**src/rtl/t_leaf_port.sv**
```systemverilog
// t_leaf_port: leaf endpoint of the deflection fat-tree. Client packets are queued in a
// TX FIFO and injected; packets for this leaf land in an RX FIFO; everything else bounces.

// Show-ahead circular FIFO with a registered occupancy counter.
module t_leaf_fifo #(
  parameter int width = 1,
  parameter int depth = 4
) (
  input  logic             clk,
  input  logic             reset,
  input  logic             push,
  input  logic [width-1:0] push_data,
  input  logic             pop,
  output logic [width-1:0] head,
  output logic             empty,
  output logic             full
);
  localparam int pw = $clog2(depth);
  localparam logic [pw:0] depth_c = (pw+1)'(depth);

  logic [width-1:0] mem_q [depth];
  logic [width-1:0] mem_d [depth];
  logic [pw-1:0]    wr_ptr_q, wr_ptr_d;
  logic [pw-1:0]    rd_ptr_q, rd_ptr_d;
  logic [pw:0]      cnt_q, cnt_d;
  logic             do_push, do_pop;

  assign empty   = (cnt_q == '0);
  assign full    = (cnt_q == depth_c);
  assign do_push = push && !full;
  assign do_pop  = pop && !empty;
  assign head    = mem_q[rd_ptr_q];

  always_comb begin
    mem_d    = mem_q;
    wr_ptr_d = wr_ptr_q;
    rd_ptr_d = rd_ptr_q;
    cnt_d    = cnt_q;
    if (do_push) begin
      mem_d[wr_ptr_q] = push_data;
      wr_ptr_d        = wr_ptr_q + pw'(1);
    end
    if (do_pop) begin
      rd_ptr_d = rd_ptr_q + pw'(1);
    end
    // Simultaneous push and pop leaves occupancy unchanged.
    case ({do_push, do_pop})
      2'b10:   cnt_d = cnt_q + (pw+1)'(1);
      2'b01:   cnt_d = cnt_q - (pw+1)'(1);
      default: cnt_d = cnt_q;
    endcase
  end

  always_ff @(posedge clk or negedge reset) begin
    if (!reset) begin
      for (int i = 0; i < depth; i++) begin
        mem_q[i] <= '0;
      end
      wr_ptr_q <= '0;
      rd_ptr_q <= '0;
      cnt_q    <= '0;
    end else begin
      mem_q    <= mem_d;
      wr_ptr_q <= wr_ptr_d;
      rd_ptr_q <= rd_ptr_d;
      cnt_q    <= cnt_d;
    end
  end
endmodule

// Handshakes: a transfer happens on a rising edge where valid && ready are both high;
// valid never depends on ready, and the offered data is held stable until it transfers.
module t_leaf_port #(
  parameter int num_leaves = 2,
  parameter int payload_sz = 1,
  parameter logic [$clog2(num_leaves)-1:0] addr = '0,
  parameter int p_sz = 1 + $clog2(num_leaves) + payload_sz,
  parameter int fifo_depth = 4
) (
  input  logic                          clk,
  input  logic                          reset,
  input  logic [p_sz-1:0]               bus_i,
  output logic [p_sz-1:0]               bus_o,
  input  logic                          tx_valid,
  output logic                          tx_ready,
  input  logic [$clog2(num_leaves)-1:0] tx_dest,
  input  logic [payload_sz-1:0]         tx_data,
  output logic                          rx_valid,
  input  logic                          rx_ready,
  output logic [payload_sz-1:0]         rx_data,
  output logic                          rx_src_ok,
  output logic [15:0]                   bounce_cnt
);
  localparam int aw = $clog2(num_leaves);

  logic                  pkt_valid;
  logic [aw-1:0]         pkt_dest;
  logic [payload_sz-1:0] pkt_payload;

  logic                  tx_full, tx_empty, tx_push, tx_pop;
  logic [p_sz-1:0]       tx_head;
  logic                  rx_full, rx_empty, rx_pop;
  logic [payload_sz-1:0] rx_head;

  logic                  accept, bounce;
  logic [p_sz-1:0]       bus_o_q, bus_o_d;
  logic [15:0]           bounce_cnt_q, bounce_cnt_d;

  assign pkt_valid   = bus_i[p_sz-1];
  assign pkt_dest    = bus_i[p_sz-2 -: aw];
  assign pkt_payload = bus_i[payload_sz-1:0];

  assign tx_ready = !tx_full;
  assign tx_push  = tx_valid && tx_ready;

  assign rx_valid  = !rx_empty;
  assign rx_pop    = rx_valid && rx_ready;
  assign rx_data   = rx_valid ? rx_head : '0;
  assign rx_src_ok = rx_valid;

  assign bus_o      = bus_o_q;
  assign bounce_cnt = bounce_cnt_q;

  t_leaf_fifo #(.width(p_sz), .depth(fifo_depth)) u_tx_fifo (
    .clk       (clk),
    .reset     (reset),
    .push      (tx_push),
    .push_data (p_sz'({1'b1, tx_dest, tx_data})),
    .pop       (tx_pop),
    .head      (tx_head),
    .empty     (tx_empty),
    .full      (tx_full)
  );

  t_leaf_fifo #(.width(payload_sz), .depth(fifo_depth)) u_rx_fifo (
    .clk       (clk),
    .reset     (reset),
    .push      (accept),
    .push_data (pkt_payload),
    .pop       (rx_pop),
    .head      (rx_head),
    .empty     (rx_empty),
    .full      (rx_full)
  );

  always_comb begin
    accept = 1'b0;
    bounce = 1'b0;
    // rx_full is pre-edge occupancy, so a same-cycle client pop cannot make room.
    if (pkt_valid) begin
      if (pkt_dest == addr && !rx_full) begin
        accept = 1'b1;
      end else begin
        bounce = 1'b1;
      end
    end
    tx_pop  = !bounce && !tx_empty;
    bus_o_d = '0;
    if (bounce) begin
      bus_o_d = bus_i;
    end else if (tx_pop) begin
      bus_o_d = tx_head;
    end
    bounce_cnt_d = bounce_cnt_q;
    if (bounce && bounce_cnt_q != 16'hFFFF) begin
      bounce_cnt_d = bounce_cnt_q + 16'd1;
    end
  end

  always_ff @(posedge clk or negedge reset) begin
    if (!reset) begin
      bus_o_q      <= '0;
      bounce_cnt_q <= '0;
    end else begin
      bus_o_q      <= bus_o_d;
      bounce_cnt_q <= bounce_cnt_d;
    end
  end
endmodule

```
**config.mk**
```make
export PLATFORM = sky130hd
export DESIGN_NAME = t_leaf_port
export DESIGN_NICKNAME = d
export VERILOG_FILES = /design/src/rtl/t_leaf_port.sv
export SDC_FILE = /design/constraint.sdc
export NUM_CORES = 1
export LEC_CHECK = 0
export ABC_AREA = 1
export BUFFER_PORTS_ARGS = -buffer_cell sky130_fd_sc_hd__buf_2
export CAP_MARGIN = 20
export CORE_MARGIN = 2
export CORE_UTILIZATION = 52
export DETAILED_ROUTE_END_ITERATION = 6
export HOLD_SLACK_MARGIN = 0.06
export PLACE_DENSITY = 0.79
export RECOVER_POWER = 100
export SLEW_MARGIN = 10
export SYNTH_ARGS = -nofsm -noshare
export SYNTH_HDL_FRONTEND = slang
export SYNTH_SLANG_ARGS = --single-unit
```
**constraint.sdc**
```tcl
create_clock -name clk -period 2.14 [get_ports clk]
set_input_delay 0.642 -clock clk [delete_from_list [all_inputs] [get_ports clk]]
set_output_delay 0.642 -clock clk [all_outputs]
set_load 0.05 [all_outputs]
```
==> flow_results.org, run 1 <==
** Status
- The flow ran to the end, and the final reports show no timing, DRC or antenna violations.

** Placement
- After detailed placement, the total cell area comes to around 2900 um2.
- Half-perimeter wire length of the detailed placement result :: around 3600 um
- Buffers on Ports :: 31
- Routability-driven placement finished with a final weighted congestion of ~0.82.
- Placed cell count :: 420
- Worst setup slack before clock tree synthesis :: -0.0200 ns

** Finish
- Cell area after layout :: ~2900 um2
- In the final design database the tool counted roughly 380 nets.
- Layout cell share with drive strength beyond 1 :: 0.0806
- After filler insertion, the fill cell instance count of the layout stands at roughly 440.
- Post-synthesis to final-layout area growth :: 11.2%
- Final cell count without fillers :: about 430
- Diodes inserted :: 0

** Synth
- Count of yosys warnings during synthesis :: 0
- Number of cells produced by synthesis :: approximately 320
- The synthesized netlist contains 24 unique library cells.
- After synthesis, the mean cell area works out to approximately 8.1 um2.
- Summing every instance area after synthesis gives roughly 2600 um2.
- Synthesis inferred slightly below 50 register bits.
- Synthesized Nets :: 341
- The share of the Yosys chip area taken by registers is 0.475.
- sky130_fd_sc_hd__dfrtp_1 takes more of the synthesized area than any other cell.
- After synthesis, the cell types taking the most area are sky130_fd_sc_hd__dfrtp_1 (48%), sky130_fd_sc_hd__nand2_1 (17%), sky130_fd_sc_hd__ha_1 (5.3%).
- Top-area cell type share of the netlist area :: 0.475

** Setup path
- For flop-to-flop paths, the worst setup slack is 0.17 ns.
- CP peak stage delay :: 0.41 ns
- In this run the critical register-to-register path is captured at u_tx_fifo.cnt_q[2]$_DFFE_PN0P_.
- For the worst setup path, the data required time is roughly 1.5 ns.
- Measured in cells, the most critical reg-to-reg path has a length of 11.
- The startpoint identified for the worst register-to-register timing path is u_rx_fifo.cnt_q[0]$_DFFE_PN0P_.
- Max Fanout on Critical Path :: 4
- Start-to-end type of the worst setup path :: register to output pin
- CP Cell Sequence :: inv_2, nand3_1, a21boi_2, clkbuf_2
- Crit. End Element :: output pin
- Cell with the largest stage delay on the worst path :: sky130_fd_sc_hd__dfrtp_1
- Arrival time reported for the critical path endpoint :: 1.36 ns
- Nature of the critical path startpoint :: register

** Worst hold path
- Worst Min Path Start :: u_tx_fifo.mem_q[5]$_DFFE_PN0P_
- Hold EP :: u_tx_fifo.mem_q[5]$_DFFE_PN0P_
- Type of the worst min-delay path :: register to register
- The worst hold path passes through 2 cells.

** Global route
- For this run, the total global-route usage over all layers was measured as 0.196.
- After global routing the overflow that remains totals 0.
- The via count of the first global-routing pass was ~2000.
- The first global-routing pass estimated ~8300 um of wire.
- Entering global routing, the biggest net connects 50 pins.
- Number of antenna violations at the first check in global routing :: 0

** Clocking
- The H-tree was split into 2 levels.
- Clock tree synthesis found a total of 49 sinks.
- Buffers inserted during clock tree synthesis total 5.
- The cell sitting at the root of the clock tree is a sky130_fd_sc_hd__clkbuf_8.
- Clock-pin slew of the registers on the worst-case setup and hold paths :: 0.08 ns
- Latest clock arrival within the worst-skew pair :: approximately 0.30 ns
- Number of buffers on the longest clock path :: 2
- In this run, post-CTS hold repair placed 0 buffers.
- TritonCTS clock tree :: done

** Floorplanning
- The die is 74.5 um tall.
- The die covers 5540 um2.
- Rows :: 25
- Die width :: about 74 um
- Std-Cell Core Area :: around 4800 um2
- I/O pins :: 32
- Starting density of the core :: 0.543

** Drt
- Post-detailed-route count of antenna-violating nets :: 0
- Using the TritonRoute via totals, the vias-per-cell ratio works out to slightly below 5.
- The routed design has a little under 5000 um of wire.
- Vias post-DR :: between 2000 and 2500
- Detailed-routing iteration count for the pre-antenna-repair pass :: 4
- The detailed router finished its first iteration with approximately 140 violations.
- Routed WL per cell :: 11.4 um
- Number of remaining DRC errors :: 0

** STA
- Derived from the worst setup path, the maximum achievable clock frequency is ~0.50 GHz.
- Max Clock Skew :: around 0.0075 ns
- Fraction of the cycle the final worst path needs :: 0.937
- The number of hold violations in the final report was 0.
- Setup repair after global routing missed its margin :: no
- At the pin with the least slew margin, the transition time is 1.20 ns.
- Final min period :: 2.01 ns
- In this run the tightest slew margin relative to its limit is 0.202.
- Setup violations remaining at the end of the flow were counted as 0.
- In the post-route analysis, the smallest setup slack over all paths is roughly 0.13 ns.
- Total count of max-transition violations in the final report :: 0

** Pwr
- Summed over all nets, the switching power comes to 1720 uW.
- Of the total power, registers draw 0.414.
- Power spread over the standard cell area amounts to 1300 nW/um2.
- Leak Pwr :: ~0.0014 uW
- The share of total power dissipated in combinational logic is 0.439.
- Proportion of power drawn by the clock network :: 0.147
- The internal portion of the total power is between 2000 and 2500 uW.
- Max IR drop VDD :: 0.000668 V
- Of the total power, the share spent switching nets is 0.459.

** Flow run
- Max-capacitance violation count :: 0
[flip-flops by register name, summed over array words and instances (netlist names)]
name,flops
u_rx_fifo.wr_ptr_q,2
u_rx_fifo.cnt_q,3
u_tx_fifo.wr_ptr_q,2
u_tx_fifo.mem_q,12
u_tx_fifo.rd_ptr_q,2
bounce_cnt,16
u_rx_fifo.mem_q,4
bus_o,3
u_tx_fifo.cnt_q,3
u_rx_fifo.rd_ptr_q,2
[through the flow]
stage | total power [uW] | utilization | TNS (ns) | hold WS (ns)
floorplan | 2850 | - | 0 | 0.346
global placement | 3190 | 0.602 | 0 | 0.429
detailed placement | 3270 | 0.602 | -0.0200 | 0.449
CTS | 3830 | 0.620 | 0 | 0.318
global route | 4060 | 0.604 | 0 | 0.493
finish | 3740 | 0.604 | 0 | 0.461
[cell usage after synthesis (all sizes together)]
library cell and number:
buf 4, xor2 9, inv 37, xnor2 6, o21a 1, clkbuf 1, nand4 5, a21boi 1
nand2 118, fa 2, a21oi 5, ha 11, nor2 24, o21ai 27, dfrtp 49, o22ai 2
nand3 17
[worst max-delay path by stage]
stage | startpoint | endpoint | depth (start not counted)
after detailed placement | bus_i[1] | u_tx_fifo.cnt_q[2]$_DFFE_PN0P_ | 11
final | u_rx_fifo.cnt_q[0]$_DFFE_PN0P_ | rx_data | 4
after CTS | u_rx_fifo.cnt_q[0]$_DFFE_PN0P_ | u_tx_fifo.cnt_q[2]$_DFFE_PN0P_ | 11
after global routing | u_rx_fifo.cnt_q[0]$_DFFE_PN0P_ | u_rx_fifo.cnt_q[2]$_DFFE_PN0P_ | 12
after global placement | bus_i[1] | u_tx_fifo.cnt_q[2]$_DFFE_PN0P_ | 11
after floorplan | bus_i[1] | u_tx_fifo.cnt_q[2]$_DFFE_PN0P_ | 10
[logic make-up after synthesis]
| kind of cell | after synthesis | share of synthesized area |
|---|---|---|
| AO/OA/AOI/OAI | 36 | 0.0727 |
| adder cells (fa/ha/maj) | 13 | 0.0688 |
| AND/OR/NAND/NOR | 164 | 0.261 |
| buffers and inverters | 42 | 0.0713 |
| flip-flops | 49 | 0.475 |
| XOR/XNOR | 15 | 0.0509 |
[repair_timing]
item	4_1_cts	5_1_grt
setup buffers	0	0
endpoints found under the setup margin	0	2
gates resized for setup	0	2
[layout by cell type (no fill, tap or decap), types with 2 or more instances in the layout]
master | synthesis | routed
sky130_fd_sc_hd__buf_4 | 2 | 3
sky130_fd_sc_hd__xnor2_1 | 6 | 6
sky130_fd_sc_hd__fa_1 | 2 | 2
sky130_fd_sc_hd__clkbuf_8 | 0 | 6
sky130_fd_sc_hd__nand2_1 | 116 | 117
sky130_fd_sc_hd__nand3_1 | 16 | 17
sky130_fd_sc_hd__ha_1 | 11 | 11
sky130_fd_sc_hd__nor2_1 | 20 | 23
sky130_fd_sc_hd__clkbuf_2 | 0 | 7
sky130_fd_sc_hd__inv_1 | 35 | 35
sky130_fd_sc_hd__xor2_1 | 9 | 9
sky130_fd_sc_hd__buf_2 | 0 | 8
sky130_fd_sc_hd__clkbuf_1 | 1 | 22
sky130_fd_sc_hd__o21ai_0 | 27 | 27
sky130_fd_sc_hd__inv_2 | 2 | 2
sky130_fd_sc_hd__dfrtp_1 | 49 | 49
sky130_fd_sc_hd__nand4_1 | 5 | 5
sky130_fd_sc_hd__a21oi_1 | 5 | 5
sky130_fd_sc_hd__o22ai_1 | 2 | 2
[routing by layer]
layer  GRT usage  wire length, um
met1       0.255             2340
met2       0.319             2260
met3      0.0556              240
met4      0.0655               38
met5           0                0
[area by class of cell]
class / instances / area, um2 / area share
clock buffer: 7 / 86.3 / 0.0301
inverter: 37 / 139 / 0.0484
multi-input combinational: 228 / 1160 / 0.404
sequential: 49 / 1230 / 0.427
tap: 67 / 83.8 / 0.0292
timing repair buffer: 39 / 176 / 0.0614
[power by group through the flow]
stage          combinational [uW]  clock, uW  sequential, uW
6_report                     1640        550            1550
2_1_floorplan                1080          0            1760
3_5_place_dp                 1710          0            1560
3_3_place_gp                 1640          0            1550
5_1_grt                      1860        608            1590
4_1_cts                      1720        567            1540
[worst max-delay path: cells and delay by family, from the launching register on]
family / cells / cell delay (ns)
and+or+nand+nor: 1 / 0.15
AOI/OAI and AO/OA: 1 / 0.19
DFF: 1 / 0.41
buffers and inverters: 2 / 0.33
(Power assumes the default switching activity.)
==> run 2: changes to the inputs <==
--- a/config.mk
+++ b/config.mk
@@ -14,7 +14,7 @@
 export HOLD_SLACK_MARGIN = 0.06
 export PLACE_DENSITY = 0.79
 export RECOVER_POWER = 100
-export SLEW_MARGIN = 10
+export REMOVE_ABC_BUFFERS = 1
 export SYNTH_ARGS = -nofsm -noshare
 export SYNTH_HDL_FRONTEND = slang
 export SYNTH_SLANG_ARGS = --single-unit
==> run 2 against run 1 <==
  * Final cell count rose by 0.47%
  * Maximum frequency down 2.0%
  * Cell area rose by 2.3%
  * Critical path depth grew 1
  * Global-route usage is 0.16 points lower
  * Count of clock-buffer cells in the layout is 1 lower
  * Non-clock buffer count up 1
  * Clock power rose by 5.6%
  * Register-to-register slack is essentially flat
  * Combinational power grew 2%
  * Sequential power about the same
  * Via count is 2.1% lower
  * Largest cell class unchanged
==> flow_results.org, run 2 (synthesized netlist as in run 1, its figures left out) <==
** Drt
- Routed WL per cell :: 11.4 um (-0.30%)
- Post-detailed-route via-to-cell ratio :: 4.77 (-2.5%)
- Vias post-DR :: 2045 (-2.1%)
- Iter 0 DRT Violations :: 147 (+5.8%)
- Detailed-routing iteration count for the pre-antenna-repair pass :: 4 (unchanged)
- After detailed routing, no signal wire sits above met4.
- Met2 routed WL :: 2280 um (+1.2%)
- Wirelength, routed :: 4890 um (+0.16%)
- Post-detailed-route count of antenna-violating nets :: 0 (unchanged)
- The wire length on met3 was 129 um (-46%).
- Routed met1 length :: 2430 um (+3.6%)
- The DRC violation count after routing is 0 (unchanged).

** Clocking
- TritonCTS built the clock tree.
- The clock transition time at the flip-flop clock pins of the worst setup and hold paths is 0.10 ns (+0.02 ns).
- The number of H-tree levels was 2 (unchanged).
- The number of buffers added by the clock tree synthesis step came to 5 (unchanged).
- The clock latency on the worst-skew pair is 0.31 ns (about the same).
- The total number of clock tree sinks was 49 (unchanged).
- CTS hold repair buffers :: 0 (unchanged)
- CTS placed an instance of sky130_fd_sc_hd__clkbuf_8 at the clock tree root.
- Number of buffers on the longest clock path :: 2 (unchanged)

** Finish
- The utilization of the core after routing came to 0.618 (+0.0137).
- Final cell count without fillers :: 429 (+0.47%)
- Number of flip-flops under the largest register name :: 16 (unchanged)
- The antenna diode instance count came to 0 (unchanged).
- Leading cell types in the layout, fill and taps excluded :: sky130_fd_sc_hd__nand2_1 (116), sky130_fd_sc_hd__dfrtp_1 (49), sky130_fd_sc_hd__inv_1 (33)
- Nets :: 383 (+0.26%)
- The library cell used most frequently in the layout, excluding fill and tap cells, is sky130_fd_sc_hd__nand2_1.
- Layout cell share with drive strength beyond 1 :: 0.163 (+0.0824)
- Post-synthesis to final-layout area growth :: 13.8%

** Setup path
- Arrival time reported for the critical path endpoint :: 1.40 ns (+0.04 ns)
- Start-to-end type of the worst setup path :: register to output pin
- The cell family contributing the most delay on the critical path is flip-flops.
- Counting stages on the worst path, the most repeated cell is sky130_fd_sc_hd__nor2_1.
- Nature of the critical path startpoint :: register
- The buffer and inverter count on the worst path is 1 (-1).
- Max Fanout on Critical Path :: 4 (unchanged)
- On the critical path, the stage with the largest delay is an instance of sky130_fd_sc_hd__dfrtp_1.
- STA classifies the critical path endpoint as an output pin.
- The maximum cell stage delay along the critical path came to 0.41 ns (about the same).
- Logic depth of the worst register-to-register path :: 11 (unchanged)
- Instance count on the critical path :: 5 (+1)
- CP Cell Sequence :: nor2_1, nor2_1, o21ai_0, a21boi_0, buf_2
- The data required time at the worst endpoint was 1.50 ns (about the same).

** Worst hold path
- Worst Hold Path Cells :: 2 (unchanged)
- The path class of the tightest hold or removal check is register to register.

** STA
- The number of hold violations in the final report was 0 (unchanged).
- The count of pins over their slew limit is 0 (unchanged).
- The pin slew with the least headroom to its limit came to 1.23 ns (+0.0360 ns).
- The final cycle utilization of the critical path was 0.956 (+0.0189).
- The count of endpoints failing setup in the final report is 0 (unchanged).
- Relative slew slack :: 0.178 (-0.0240)
- The post-route clock skew is 0.00773 ns (+0.000191 ns).
- The smallest setup slack after layout is 0.0941 ns (-0.0404 ns).
- Fmax :: 0.489 GHz (-2.0%)
- The time the worst path needs with I/O delays and setup was 2.05 ns (+0.0404 ns).

** Pwr
- The power density relative to cell area was 1290 nW/um2 (-0.59%).
- Max IR drop VDD :: 0.000576 V (-14%)
- Leak Pwr :: 0.00153 uW (+6.2%)

** Status
- The run finished with clean final reports.

** Placement
- Half-perimeter wire length of the detailed placement result :: 3430 um (-4.7%)
- The placer congestion estimate came to 0.807 (-2.2%).
- Buffers on Ports :: 31 (unchanged)
- Worst setup slack before clock tree synthesis :: -0.0457 ns (-0.0256 ns)
- The number of cells in the design after placement is 420 (unchanged).

** Floorplanning
- Starting density of the core :: 0.543 (unchanged)
- The horizontal extent of the die came to 74.5 um (unchanged).
- Rows :: 25 (unchanged)
- The area of the die is 5540 um2 (unchanged).
- The area of the core region was 4750 um2 (unchanged).
- I/O pins :: 32 (unchanged)
- The die height came to 74.5 um (unchanged).

** Global route
- Largest net degree at the start of global routing :: 50 (unchanged)
- The initial antenna violation count came to 0 (unchanged).
- Gr usage total :: 0.195 (-0.00158)
- Congestion Overflow GR :: 0 (unchanged)
- The wire length of the first global-routing pass is 8430 um (+1.1%).
- The via count of the first global-routing pass was 1936 (-1.6%).

** Flow run
- Max-capacitance violation count :: 0 (unchanged)
[run 2: worst register-to-register path: stages, from the launching register on]
cell                      delay (ns)
sky130_fd_sc_hd__dfrtp_1        0.41
sky130_fd_sc_hd__inv_2          0.08
sky130_fd_sc_hd__nand3_1        0.07
sky130_fd_sc_hd__nand2_1        0.09
sky130_fd_sc_hd__nand2_1        0.07
sky130_fd_sc_hd__nand2_1        0.07
sky130_fd_sc_hd__inv_1          0.06
sky130_fd_sc_hd__ha_1           0.22
sky130_fd_sc_hd__fa_1           0.38
sky130_fd_sc_hd__a21oi_1        0.13
sky130_fd_sc_hd__o21ai_0        0.11
sky130_fd_sc_hd__xor2_1         0.15
[run 2: final cells by class]
class / instances / area, um2
Multi-Input combinational cell: 228 / 1170
Clock inverter: 2 / 13.8
Inverter: 37 / 139
Timing Repair Buffer: 40 / 220
Sequential cell: 49 / 1230
Fill cell: 424 / 1820
Tap cell: 67 / 83.8
Clock buffer: 6 / 82.6
[run 2: final timing paths]
check,startpoint,end,slack [ns]
setup / recovery,u_rx_fifo.rd_ptr_q[0]$_DFFE_PN0P_,rx_data,0.09
setup reg to reg,u_rx_fifo.cnt_q[1]$_DFFE_PN0P_,u_tx_fifo.cnt_q[2]$_DFFE_PN0P_,0.17
min in group asynchronous,reset,u_tx_fifo.mem_q[7]$_DFFE_PN0P_,0.66
hold reg to reg,u_tx_fifo.mem_q[5]$_DFFE_PN0P_,u_tx_fifo.mem_q[5]$_DFFE_PN0P_,0.45
hold / removal,u_tx_fifo.mem_q[5]$_DFFE_PN0P_,u_tx_fifo.mem_q[5]$_DFFE_PN0P_,0.45
max in group asynchronous,reset,u_tx_fifo.mem_q[5]$_DFFE_PN0P_,0.72
[run 2: what timing repair did]
action                                  CTS  global route
resized for setup                         0             2
endpoints found under the setup margin    0             3
setup buffers                             0             1
[run 2: power breakdown]
group	total (uW)	internal (uW)	switching (uW)
combinational	1680	554	1130
clock	581	263	318
sequential	1540	1250	287
[run 2: through the flow]
step / TNS, ns / hold slack [ns] / total power [uW] / instance area, um2
after floorplan: -1.78 / 0.346 / 2780 / 2540
after global placement: 0 / 0.430 / 3170 / 2850
after detailed placement: -0.0457 / 0.435 / 3220 / 2850
after CTS: 0 / 0.313 / 3810 / 2940
after global routing: -0.0125 / 0.478 / 4130 / 2940
final: 0 / 0.454 / 3800 / 2940
[run 2: routing by layer]
metal,GRT usage,up-vias
met2,0.319,25
li1,-,1077
met5,0,-
met3,0.0366,4
met4,0.0675,0
met1,0.261,939
